**src/rtl/core2wb_pkg.sv**
```systemverilog
// Shared types and helpers for the core-to-Wishbone pipelined bridge.
package core2wb_pkg;

  typedef enum logic [1:0] {
    StIdle,
    StBusy,
    StAbort
  } state_e;

  // Bits needed to hold any value in 0..max_val (never less than one bit).
  function automatic int unsigned cnt_width(input int unsigned max_val);
    return (max_val < 1) ? 1 : $clog2(max_val + 1);
  endfunction

endpackage

```
**src/rtl/wb_timeout_cnt.sv**
```systemverilog
// Response watchdog: counts enabled cycles and flags expiry on the last allowed cycle.
module wb_timeout_cnt
  import core2wb_pkg::*;
#(
  parameter int unsigned TimeoutCycles = 256
) (
  input  logic clk,
  input  logic rst,
  input  logic clear,
  input  logic enable,
  output logic expire
);

  localparam int unsigned TmrW = cnt_width(TimeoutCycles);
  localparam logic [TmrW-1:0] LastTick = TmrW'((TimeoutCycles == 0) ? 0 : TimeoutCycles - 1);

  logic [TmrW-1:0] tmr_q;

  always_ff @(posedge clk) begin
    if (rst || clear) begin
      tmr_q <= '0;
    end else if (enable && (TimeoutCycles != 0)) begin
      tmr_q <= tmr_q + 1'b1;
    end
  end

  // A zero timeout disables the watchdog entirely.
  assign expire = enable && (TimeoutCycles != 0) && (tmr_q == LastTick);

endmodule

```
**src/rtl/core2wb_pipe.sv**
```systemverilog
// Ibex req/gnt/rvalid port to Wishbone B4 pipelined master with several outstanding
// transfers and a watchdog that aborts a hung cycle with error responses.
module core2wb_pipe
  import core2wb_pkg::*;
#(
  parameter int unsigned AddrWidth      = 32,
  parameter int unsigned DataWidth      = 32,
  parameter int unsigned MaxOutstanding = 4,
  parameter int unsigned TimeoutCycles  = 256
) (
  input  logic                   clk,
  input  logic                   rst,
  input  logic                   core_req,
  output logic                   core_gnt,
  output logic                   core_rvalid,
  input  logic                   core_we,
  input  logic [DataWidth/8-1:0] core_be,
  input  logic [AddrWidth-1:0]   core_addr,
  input  logic [DataWidth-1:0]   core_wdata,
  output logic [DataWidth-1:0]   core_rdata,
  output logic                   core_err,
  output logic                   wb_cyc,
  output logic                   wb_stb,
  output logic                   wb_we,
  output logic [DataWidth/8-1:0] wb_sel,
  output logic [AddrWidth-1:0]   wb_adr,
  output logic [DataWidth-1:0]   wb_dat_o,
  input  logic                   wb_stall,
  input  logic                   wb_ack,
  input  logic                   wb_err,
  input  logic [DataWidth-1:0]   wb_dat_i
);

  localparam int unsigned CntW = cnt_width(MaxOutstanding);
  localparam logic [CntW-1:0] CntMax = CntW'(MaxOutstanding);

  state_e          state_q, state_d;
  logic [CntW-1:0] cnt_q, cnt_d;
  logic            busy, abort, stb, issue, resp, expire, tmr_clear, tmr_enable;

  always_comb begin
    busy  = (state_q == StBusy);
    abort = (state_q == StAbort);
    stb   = ~rst & core_req & ~abort & (cnt_q < CntMax);
    issue = stb & ~wb_stall;
    // While aborting, every cycle retires one outstanding transfer as an error.
    resp  = ~rst & (cnt_q != '0) & ((busy & (wb_ack | wb_err)) | abort);
  end

  assign wb_stb      = stb;
  assign wb_cyc      = stb | (~rst & busy);
  assign wb_we       = core_we;
  assign wb_sel      = core_be;
  assign wb_adr      = core_addr;
  assign wb_dat_o    = core_wdata;
  assign core_gnt    = issue;
  assign core_rvalid = resp;
  assign core_rdata  = (rst | abort) ? '0 : wb_dat_i;
  assign core_err    = resp & (abort | wb_err);

  assign tmr_clear  = resp | issue | (cnt_q == '0);
  assign tmr_enable = busy & ~resp & (cnt_q != '0);

  wb_timeout_cnt #(
    .TimeoutCycles(TimeoutCycles)
  ) u_timeout (
    .clk   (clk),
    .rst   (rst),
    .clear (tmr_clear),
    .enable(tmr_enable),
    .expire(expire)
  );

  always_comb begin
    cnt_d = cnt_q;
    if (issue && !resp) begin
      cnt_d = cnt_q + 1'b1;
    end else if (!issue && resp) begin
      cnt_d = cnt_q - 1'b1;
    end

    state_d = state_q;
    unique case (state_q)
      StIdle:  if (issue) state_d = StBusy;
      StBusy: begin
        if (expire) begin
          state_d = StAbort;
        end else if (cnt_d == '0) begin
          state_d = StIdle;
        end
      end
      StAbort: if (cnt_d == '0) state_d = StIdle;
      default: state_d = StIdle;
    endcase
  end

  always_ff @(posedge clk) begin
    if (rst) begin
      state_q <= StIdle;
      cnt_q   <= '0;
    end else begin
      state_q <= state_d;
      cnt_q   <= cnt_d;
    end
  end

endmodule

```
**config.mk**
```make
export PLATFORM = sky130hd
export DESIGN_NAME = core2wb_pipe
export DESIGN_NICKNAME = d
export VERILOG_FILES = /design/src/rtl/core2wb_pkg.sv /design/src/rtl/wb_timeout_cnt.sv /design/src/rtl/core2wb_pipe.sv
export SDC_FILE = /design/constraint.sdc
export NUM_CORES = 1
export LEC_CHECK = 0
export BUFFER_PORTS_ARGS = -buffer_cell sky130_fd_sc_hd__buf_2
export CORE_AREA = 2 2 84 86
export CTS_CLUSTER_SIZE = 28
export DETAILED_ROUTE_END_ITERATION = 12
export DIE_AREA = 0 0 86 88
export PLACE_DENSITY = 0.65
export SETUP_SLACK_MARGIN = 0.3
export SLEW_MARGIN = 20
export SYNTH_ARGS = -nofsm -noshare
export SYNTH_HDL_FRONTEND = slang
export SYNTH_SLANG_ARGS = --single-unit
```
**constraint.sdc**
```tcl
create_clock -name clk -period 2.57 [get_ports clk]
set_input_delay 0.1285 -clock clk [delete_from_list [all_inputs] [get_ports clk]]
set_output_delay 0.1285 -clock clk [all_outputs]
set_load 0.05 [all_outputs]
```
### Yosys cells after proc, flatten, opt, wreduce, memory -nomap -nowiden

Index checks and enable logic that the tools add are counted.

* register bits after elaboration: 14
* output and inout port bits: 106
* word-level logic and storage cells: 50

* $add $sub $neg: 3
* $lt $le $gt $ge: 1
* eq/ne operators: 4
* multiplexer cells: 7
* bitwise gates (word level): 22
* reduce and logical (&&, ||, !) cells: 10

Operators with widths (count)
* $mux W32: 1
* $and A1 B1 Y1: 11
* $add A9 B1 Y9 const B: 1
* $eq A9 B8 Y1 const B: 1
* $or A1 B1 Y1: 7
* $logic_not A3 Y1: 2
* $mux W2: 3
* $mux W3: 2
* $pmux W2 S3: 1
* $not A1 Y1: 4
* $add A3 B1 Y3 const B: 1
* $logic_and A1 B1 Y1: 3
* $lt A3 B3 Y1 const B: 1
* $reduce_bool A3 Y1: 1
* $sub A3 B1 Y3 const B: 1
* $eq A2 B1 Y1 const B: 1
* $eq A2 B2 Y1 const B: 1
* $logic_not A1 Y1: 2
* $logic_not A2 Y1: 1
* $ne A2 B2 Y1 const B: 1
* $logic_or A1 B1 Y1: 1

### Longest topological paths before layout

Gate-level depths: netlist of the first run.

* word-level depth: 13
* mapped depth: 8
* gate-level depth less buffers: 8

### Cells and area by module

A second synthesis of the first run with hierarchy kept.

* cells, all modules: 214
* area total of the unflattened synthesis: 1639.1 µm²

By module, submodules not included
* core2wb_pipe: instances 1, cells an instance 168, area an instance 1229.9 µm², sequential area each 100.1 µm²
* wb_timeout_cnt: instances 1, cells an instance 46, area an instance 409.1 µm², sequential area each 180.2 µm²

### Worst setup path after synthesis of the first run

No wires, ideal clock.

* kind: reg2reg
* start: register state_q[0]
* end: register state_q[0]
* setup time: 0.130 ns
* data arrival time: 2.040 ns
* data required time: 2.440 ns
* path slack: 0.400 ns
* stages on the path, launching flop included: 7
* buffers on the path: 1
* period minus slack after synthesis: 2.170 ns
* cell sequence: dfxtp_1 and2b_1 buf_6 nor4_4 xnor2_1 o31ai_1 a21oi_1

* cells in the longest elaborated chain, start to end: 13

Ends and longest elaborated chain
* start: declaration: line core2wb_pipe.sv:37 `state_e state_q, state_d;`
* start signal: assignment: line core2wb_pipe.sv:99 `state_q <= StIdle;`
* start signal: assignment: line core2wb_pipe.sv:102 `state_q <= state_d;`
* $eq A2 B2 Y1 (*): line core2wb_pipe.sv:43 `abort = (state_q == StAbort);`
* $not A1 Y1 (*): line core2wb_pipe.sv:44 `stb = ~rst & core_req & ~abort & (cnt_q < CntMax);`
* $and A1 B1 Y1 (*) (2 in series): line core2wb_pipe.sv:44
* $and A1 B1 Y1 (*): line core2wb_pipe.sv:45 `issue = stb & ~wb_stall;`
* net core_gnt: line core2wb_pipe.sv:14 `output logic core_gnt,`
* $logic_not A1 Y1: line core2wb_pipe.sv:78 `end else if (!issue && resp) begin`
* $logic_and A1 B1 Y1: line core2wb_pipe.sv:78
* $mux W3: line core2wb_pipe.sv:78
* $mux W3: line core2wb_pipe.sv:76 `if (issue && !resp) begin`
* $logic_not A3 Y1: line core2wb_pipe.sv:88, core2wb_pipe.sv:92
* $mux W2
* $mux W2: line core2wb_pipe.sv:86 `if (expire) begin`
* $pmux W2 S3: line core2wb_pipe.sv:83 `unique case (state_q)`

The timed path passes the listed nets; every way through them passes the cells marked *.
A chain may end at the register's enable or synchronous reset.

### Worst setup path after layout of the first run

* start: register cnt_q[1]
* end: output port core_err

* cells in the longest elaborated chain, start to end: 4

Ends and longest elaborated chain
* start: declaration: line core2wb_pipe.sv:38 `logic [CntW-1:0] cnt_q, cnt_d;`
* start signal: assignment: line core2wb_pipe.sv:103 `cnt_q <= cnt_d;`
* $reduce_bool A3 Y1: line core2wb_pipe.sv:47 `resp = ~rst & (cnt_q != '0) & ((busy & (wb_ack | wb_err)) | abort);`
* $and A1 B1 Y1 (2 in series): line core2wb_pipe.sv:47
* $and A1 B1 Y1: line core2wb_pipe.sv:59 `assign core_err = resp & (abort | wb_err);`
* end: declaration: line core2wb_pipe.sv:21 `output logic core_err,`

Every way passes these cells.

==> insert_results.sql, run 1 <==
INSERT INTO impl_metrics (metric_group, metric, value, unit) VALUES
('worst_setup_path', 'cp_max_fo', '8', ''),
('die', 'core_area', '6644', 'um^2'),
('global_route', 'grt_antenna_before_repair', '0', ''),
('sta', 'fin_worst_skew', '0.004950', 'ns'),
('clock_network', 'cts_setup_buffers', '0', ''),
('synth', 'ys_seq_elements', '14', ''),
('pwr', 'power.static_leakage', '0.7474', 'nW'),
('synth', 'synth_flop_cell', 'sky130_fd_sc_hd__dfxtp_1', ''),
('synth', 'synth_compound_area_share', '7.941', '%'),
('sta', 'worstMarginPinSlew', '0.5573', 'ns'),
('clock_network', 'htreeDepth', '1', ''),
('worst_setup_path', 'critical_path_arrival', '1.99', 'ns'),
('synth', 'multiplexer_fraction_of_the_synthesized_cell_area', '1.850', '%'),
('global_route', 'largest_net_degree_at_the_start_of_global_routing', '24', ''),
('synth', 'synth_enable_flop_cells', '0', ''),
('place', 'gp_congestion', '0.7656', ''),
('sta', 'finalHoldWorstSlack', '0.2297', 'ns'),
('layout', 'layout-area-overhead-vs-synth', '-1.310', '%'),
('run', 'max_cap_violations', '0', ''),
('min_path', 'worstHoldStart', 'rst', ''),
('die', 'fp.dieH', '88', 'um'),
('synth', 'synthDistinctLibCells', '36', ''),
('sta', 'rsz0062_at_grt', 'no', ''),
('layout', 'post_route_cells_drive_above_1_share', '43.06', '%'),
('worst_setup_path', 'critical_path.startpoint_type', 'flip-flop', ''),
('die', 'core.rowCount', '30', ''),
('clock_network', 'tritoncts.num_buffers', '3', ''),
('synth', 'syn_area_per_cell', '7.878', 'um^2'),
('synth', 'synth_cell_area', '1623', 'um^2'),
('synth', 'yosys.area_share.adder', '4.472', '%'),
('sta', 'timing.setup.tns', '0', 'ns'),
('synth', 'synth-warning-count', '0', ''),
('clock_network', 'root_buffer', 'sky130_fd_sc_hd__clkbuf_8', ''),
('synth', 'netlist_instances', '206', ''),
('die', 'design.die.area', '7568', 'um^2'),
('clock_network', 'clk_path_buf_depth', '2', ''),
('clock_network', 'clock_insertion_delay_at_the_later_pin_of_the_skew_report', '0.25', 'ns'),
('clock_network', 'clkSinkCount', '14', ''),
('sta', 'slew_headroom', '62.56', '%'),
('synth', 'seq_area_frac_synth', '17.27', '%'),
('pwr', 'switching_share', '38.62', '%'),
('drt', 'drc', '0', ''),
('global_route', 'globalRouteOverflowTotal', '0', ''),
('synth', 'synth_simple_gate_area_share', '28.06', '%'),
('pwr', 'netSwitchingPower', '0.2471', 'mW'),
('sta', 'final_min_period_over_clock_period', '82.29', '%'),
('layout', 'fin_nets', '323', ''),
('worst_setup_path', 'timing.critical_path.to_type', 'output port', ''),
('sta', 'layout_min_cycle_time', '2.115', 'ns'),
('global_route', 'grt_use_total', '9.332', '%'),
('worst_setup_path', 'cp.required', '2.44', 'ns'),
('layout', 'n_antenna_cell', '0', ''),
('min_path', 'hold_path_class', 'input port to flip-flop', ''),
('pwr', 'clockPowerShare', '29.8', '%'),
('drt', 'routed-via-count', '1261', ''),
('die', 'floorplan.initialDensity', '24.43', '%'),
('drt', 'postRouteWirelength', '4.070', 'mm'),
('global_route', 'grt_pass1_wl', '5.402', 'mm'),
('sta', 'timing.fmax', '472.9', 'MHz'),
('clock_network', 'cts_tree', 'yes', ''),
('outcome', 'status', 'finished, final reports clean', ''),
('worst_setup_path', 'worst-setup-path-type', 'flip-flop to output port', ''),
('drt', 'detail_route.first_pass.iterations', '4', ''),
('global_route', 'grt_pass1_vias', '1125', ''),
('pwr', 'power_frac_comb', '35.3', '%'),
('pwr', 'power.ir.vdd_worst', '0.0001146', 'V'),
('pwr', 'power_density', '399.5', 'nW/um^2'),
('drt', 'wl_per_cell', '14.08', 'um'),
('pwr', 'p_seq_share', '34.8', '%'),
('sta', 'slew_violations', '0', ''),
('drt', 'ant_nets', '0', '');
## flip-flops by register name, indices dropped and copies added (netlist names)
register and flops:
cnt_q 3, state_q 2, u_timeout.tmr_q 9
## worst paths after layout
kind / slack, ns / endpoint / cells past startpoint
worst max-delay path: 0.46 / core_err / 6
worst min register to register: 0.49 / u_timeout.tmr_q[7]$_SDFFE_PP0P_ / 2
worst max register to register: 0.49 / u_timeout.tmr_q[5]$_SDFFE_PP0P_ / 7
worst min-delay path: 0.23 / cnt_q[0]$_SDFF_PP0_ / 2
## what timing repair did
| action | in CTS | in global routing |
|---|---|---|
| gates resized for setup | 1 | 4 |
| hold buffers | 0 | 0 |
| setup endpoints to repair | 1 | 20 |
## synthesized netlist by cell type, types with 2 or more instances
library cell | count | share of area, %
sky130_fd_sc_hd__nor2_1 | 15 | 3.5
sky130_fd_sc_hd__nor3_1 | 3 | 0.92
sky130_fd_sc_hd__o21ai_0 | 3 | 0.92
sky130_fd_sc_hd__or3_1 | 4 | 1.5
sky130_fd_sc_hd__nand4_1 | 2 | 0.77
sky130_fd_sc_hd__a211oi_1 | 3 | 1.4
sky130_fd_sc_hd__and3_1 | 3 | 1.2
sky130_fd_sc_hd__clkbuf_1 | 3 | 0.69
sky130_fd_sc_hd__xor2_1 | 4 | 2.2
sky130_fd_sc_hd__nand2_1 | 6 | 1.4
sky130_fd_sc_hd__buf_4 | 70 | 32
sky130_fd_sc_hd__dfxtp_1 | 14 | 17
sky130_fd_sc_hd__ha_1 | 5 | 3.9
sky130_fd_sc_hd__a21oi_1 | 6 | 1.9
sky130_fd_sc_hd__and2_1 | 32 | 12
sky130_fd_sc_hd__mux2i_1 | 3 | 1.9
sky130_fd_sc_hd__buf_6 | 2 | 1.4
sky130_fd_sc_hd__xnor2_1 | 3 | 1.6
sky130_fd_sc_hd__inv_1 | 8 | 1.9
## placed cells by master (no fill, tap or decap)
cell type / instances
sky130_fd_sc_hd__buf_2: 73
sky130_fd_sc_hd__and2_1: 32
sky130_fd_sc_hd__nor2_1: 14
sky130_fd_sc_hd__dfxtp_1: 13
sky130_fd_sc_hd__inv_1: 8
sky130_fd_sc_hd__a21oi_1: 6
sky130_fd_sc_hd__nand2_1: 6
sky130_fd_sc_hd__ha_1: 5
sky130_fd_sc_hd__xor2_1: 4
sky130_fd_sc_hd__nor3_1: 3
sky130_fd_sc_hd__a211oi_1: 3
sky130_fd_sc_hd__o21ai_0: 3
sky130_fd_sc_hd__or3_1: 3
sky130_fd_sc_hd__and3_1: 3
sky130_fd_sc_hd__mux2i_1: 3
sky130_fd_sc_hd__xnor2_1: 3
sky130_fd_sc_hd__clkbuf_8: 3
sky130_fd_sc_hd__buf_4: 3
sky130_fd_sc_hd__nand4_1: 2
sky130_fd_sc_hd__and2b_1: 1
sky130_fd_sc_hd__nand2b_1: 1
sky130_fd_sc_hd__nor4_4: 1
sky130_fd_sc_hd__or2_4: 1
sky130_fd_sc_hd__and2b_2: 1
sky130_fd_sc_hd__a21oi_2: 1
sky130_fd_sc_hd__or3_4: 1
sky130_fd_sc_hd__nand3_1: 1
sky130_fd_sc_hd__nor2_2: 1
sky130_fd_sc_hd__maj3_1: 1
sky130_fd_sc_hd__a2111oi_4: 1
sky130_fd_sc_hd__or4b_2: 1
sky130_fd_sc_hd__nand4_4: 1
sky130_fd_sc_hd__nor3b_1: 1
sky130_fd_sc_hd__o31ai_2: 1
sky130_fd_sc_hd__nor4b_1: 1
sky130_fd_sc_hd__o311ai_0: 1
sky130_fd_sc_hd__o31a_1: 1
sky130_fd_sc_hd__dfxtp_2: 1
## per-layer routing
| metal | vias up | share of wire [%] | global-route usage [%] |
|---|---|---|---|
| met5 | - | 0 | 0 |
| met4 | 0 | 4.2 | 6.349 |
| met3 | 31 | 14 | 5.184 |
| met2 | 81 | 48 | 16.77 |
| met1 | 550 | 33 | 7.835 |
| li1 | 599 | - | - |
## cell families after synthesis
kind of cell / after synthesis
DFF: 14
adders and majority gates: 6
AOI/OAI and AO/OA: 17
buffers and inverters: 84
xor gates and xnor gates: 7
muxes: 3
and+or+nand+nor: 75
## power groups by stage
stage                     clock (mW)  combinational, mW  sequential [mW]
after floorplan                    0              0.451            0.226
after detailed placement           0              0.227            0.227
after global placement             0              0.224            0.227
after global routing           0.202              0.240            0.223
final                          0.191              0.226            0.223
after CTS                      0.194              0.227            0.222
## per-stage QoR
stage	instances	power [mW]	area [um^2]	setup slack [ns]	util, %
after floorplan	206	0.6778	1623	0.3996	-
after global placement	286	0.4511	1544	0.4398	23.24
after detailed placement	286	0.4539	1544	0.3316	23.24
after CTS	289	0.6434	1588	0.3111	23.90
after global routing	289	0.6654	1602	0.3500	24.11
final	289	0.6399	1602	0.4552	24.11
## critical path, stage by stage, from the launching register on
cell and delay (ns):
sky130_fd_sc_hd__dfxtp_1 0.41, sky130_fd_sc_hd__inv_1 0.06, sky130_fd_sc_hd__ha_1 0.18, sky130_fd_sc_hd__ha_1 0.24
sky130_fd_sc_hd__or3_4 0.44, sky130_fd_sc_hd__nor2_1 0.17, sky130_fd_sc_hd__buf_4 0.22
## area by class of cell
| type | count | area [um^2] |
|---|---|---|
| well taps | 80 | 100.1 |
| fillers | 714 | 5042 |
| inverters | 8 | 30.03 |
| clock buffers | 3 | 41.29 |
| repair buffers | 76 | 387.9 |
| multi-input cells | 108 | 760.7 |
| flip-flops and latches | 14 | 281.5 |
Power figures use the tool's default switching activity.
==> run 2, diff against run 1 <==
==> constraint.sdc (replaced) <==
create_clock -name clk -period 2.09 [get_ports clk]
set_input_delay 0.1045 -clock clk [delete_from_list [all_inputs] [get_ports clk]]
set_output_delay 0.1045 -clock clk [all_outputs]
set_load 0.05 [all_outputs]
==> insert_results.sql, run 2 (same netlist as run 1, synthesis figures left out) <==
INSERT INTO impl_metrics (metric_group, metric, value, unit) VALUES
('outcome', 'status', 'finished, final reports clean', ''),
('global_route', 'grt_pass1_wl', '5.575', 'mm'),
('drt', 'wl_per_cell', '13.71', 'um'),
('clock_network', 'worst_setup_hold_path_clk_slew', '0.06', 'ns'),
('pwr', 'power.static_leakage', '0.8162', 'nW'),
('layout', 'n_antenna_cell', '0', ''),
('clock_network', 'clkSinkCount', '14', ''),
('clock_network', 'cts_tree', 'yes', ''),
('clock_network', 'root_buffer', 'sky130_fd_sc_hd__clkbuf_8', ''),
('layout', 'largest_reg_flops', '9', ''),
('worst_setup_path', 'cp.required', '1.99', 'ns'),
('global_route', 'grt_antenna_before_repair', '0', ''),
('die', 'core_area', '6644', 'um^2'),
('layout', 'largest-register', 'u_timeout.tmr_q', ''),
('sta', 'setup_ws', '0.2637', 'ns'),
('die', 'fp.dieH', '88', 'um'),
('run', 'max_cap_violations', '0', ''),
('worst_setup_path', 'crit_slowest_cell', 'sky130_fd_sc_hd__or3_4', ''),
('layout', 'layout-area-overhead-vs-synth', '9.329', '%'),
('global_route', 'grt_use_total', '9.506', '%'),
('worst_setup_path', 'worstReg2RegEnd', 'state_q[0]$_SDFFE_PP0P_', ''),
('sta', 'finalHoldViolations', '0', ''),
('global_route', 'grt_pass1_vias', '1168', ''),
('pwr', 'power.ir.vdd_worst', '0.0002387', 'V'),
('sta', 'slew_headroom', '71.24', '%'),
('drt', 'ant_nets', '0', ''),
('drt', 'postRouteWirelength', '4.114', 'mm'),
('layout', 'fin_nets', '334', ''),
('place', 'gp_congestion', '0.7546', ''),
('layout', 'post_route_cells_drive_above_1_share', '50.91', '%'),
('pwr', 'totalPowerFinal', '0.7866', 'mW'),
('clock_network', 'htreeDepth', '1', ''),
('drt', 'drc', '0', ''),
('layout', 'most-common-layout-cells', '72 x sky130_fd_sc_hd__buf_2, 32 x sky130_fd_sc_hd__and2_1, 14 x sky130_fd_sc_hd__nor2_1', ''),
('sta', 'slew_violations', '0', ''),
('place', 'post-dp-hpwl', '3.265', 'mm'),
('die', 'design.die.area', '7568', 'um^2'),
('drt', 'detail_route.iter0.violations', '25', ''),
('layout', 'final_util', '26.70', '%'),
('die', 'floorplan.io_pins', '213', ''),
('worst_setup_path', 'total_buffers_and_inverters_traversed_by_the_critical_path', '2', ''),
('sta', 'final-setup-viol-count', '0', ''),
('worst_setup_path', 'ordered_list_of_cells_on_the_worst_path', 'and2b_4 > a21oi_4 > or3_4 > buf_6 > nor2_4 > buf_8', ''),
('die', 'floorplan.initialDensity', '24.43', '%'),
('drt', 'detail_route.first_pass.iterations', '4', ''),
('worst_setup_path', 'slowest_delay', '0.39', 'ns'),
('worst_setup_path', 'crit_end', 'core_err', ''),
('worst_setup_path', 'reg2reg_setup_slack', '0.27', 'ns'),
('place', 'detailedPlace.worstSlack', '-0.02356', 'ns'),
('clock_network', 'post_cts_hold_buffer_count', '0', ''),
('worst_setup_path', 'critical_path.startpoint_type', 'flip-flop', ''),
('pwr', 'power_density', '443.3', 'nW/um^2'),
('worst_setup_path', 'cp.depth', '6', ''),
('place', 'io_buffers', '74', ''),
('worst_setup_path', 'ff2ff_path_depth', '6', ''),
('worst_setup_path', 'worst_path_dominant_cell_family', 'simple AND/OR/NAND/NOR gates', ''),
('sta', 'worstMarginPinSlew', '0.4282', 'ns'),
('layout', 'stdcell_count', '300', ''),
('global_route', 'largest_net_degree_at_the_start_of_global_routing', '33', ''),
('layout', 'multi_input_area', '815.8', 'um^2'),
('worst_setup_path', 'critical_path_origin', 'state_q[0]$_SDFFE_PP0P_', ''),
('sta', 'timing.fmax', '547.5', 'MHz'),
('clock_network', 'clk_path_buf_depth', '2', ''),
('layout', 'mostFrequentLayoutCell', 'sky130_fd_sc_hd__buf_2', ''),
('sta', 'rsz0062_at_grt', 'yes', ''),
('drt', 'routed-via-count', '1303', ''),
('sta', 'finalHoldWorstSlack', '0.2090', 'ns'),
('sta', 'final_min_period_over_clock_period', '87.38', '%'),
('worst_setup_path', 'critical_path.reg2reg.startpoint', 'state_q[0]$_SDFFE_PP0P_', ''),
('worst_setup_path', 'critical_path_arrival', '1.72', 'ns'),
('sta', 'fin_worst_skew', '0.003562', 'ns'),
('clock_network', 'clock_insertion_delay_at_the_later_pin_of_the_skew_report', '0.24', 'ns'),
('worst_setup_path', 'worst-setup-path-type', 'flip-flop to output port', ''),
('drt', 'routed_via_density', '4.343', ''),
('min_path', 'hold_path_class', 'input port to output port', ''),
('worst_setup_path', 'cp_max_fo', '6', ''),
('layout', 'ff_latch_area', '287.8', 'um^2'),
('clock_network', 'tritoncts.num_buffers', '3', ''),
('layout', 'biggestRegsByFlops', 'u_timeout.tmr_q (9), cnt_q (3), state_q (2)', ''),
('die', 'core.rowCount', '30', ''),
('sta', 'layout_min_cycle_time', '1.826', 'ns'),
('global_route', 'globalRouteOverflowTotal', '0', ''),
('die', 'die_w', '86', 'um'),
('worst_setup_path', 'timing.critical_path.to_type', 'output port', ''),
('place', 'dp_cell_count', '287', ''),
('layout', 'fillCellCount', '727', '');
==> run 2: stage by stage <==
step / instance area [um^2] / setup TNS, ns
4_1_cts: 1744 / 0
3_3_place_gp: 1563 / 0
5_1_grt: 1774 / 0
3_5_place_dp: 1563 / -0.04225
2_1_floorplan: 1634 / -0.1089
6_report: 1774 / 0
==> run 2: final cells by class <==
| class | count | area share (%) |
|---|---|---|
| Timing Repair Buffer | 87 | 28.14 |
| Multi-Input combinational cell | 108 | 45.98 |
| Inverter | 8 | 1.693 |
| Clock buffer | 3 | 2.327 |
| Sequential cell | 14 | 16.22 |
| Tap cell | 80 | 5.642 |
==> run 2: worst reg2reg max path: stages (launching register included) <==
cell	delay, ns
sky130_fd_sc_hd__dfxtp_2	0.32
sky130_fd_sc_hd__and2b_4	0.30
sky130_fd_sc_hd__a21oi_4	0.05
sky130_fd_sc_hd__or3_4	0.39
sky130_fd_sc_hd__xnor2_1	0.19
sky130_fd_sc_hd__o31ai_2	0.32
sky130_fd_sc_hd__a21oi_1	0.11
==> run 2: metal layers <==
metal	wire length [um]	vias to the layer above	share of wire, %	track usage (%)
li1	-	624	-	-
met1	1356	569	33	8.676
met2	2052	88	50	16.63
met3	548	22	13	5.090
met4	157	0	3.8	5.916
met5	0	-	0	0
==> run 2: worst min-delay path by stage <==
stage / startpoint / to / slack (ns) / depth (start not counted)
6_report: core_addr[22] / wb_adr[22] / 0.21 / 0
5_1_grt: core_addr[11] / wb_adr[11] / 0.21 / 0
4_1_cts: core_addr[27] / wb_adr[27] / 0.21 / 0
3_5_place_dp: core_addr[27] / wb_adr[27] / 0.21 / 0
3_3_place_gp: core_addr[27] / wb_adr[27] / 0.21 / 0
2_1_floorplan: rst / core_gnt / 0.30 / 1
==> run 2: report_power, final <==
group          switching, mW  internal, mW
Sequential           0.00197         0.269
Clock                 0.0876         0.127
Combinational          0.202        0.0982
Total                  0.292         0.495
==> run 2: timing repair <==
action | 4_1_cts | 5_1_grt
setup endpoints to repair | 49 | 11
pin swaps | 7 | 7
endpoints found under the hold margin | 0 | 0
resized for setup | 21 | 5
setup buffers | 9 | 1
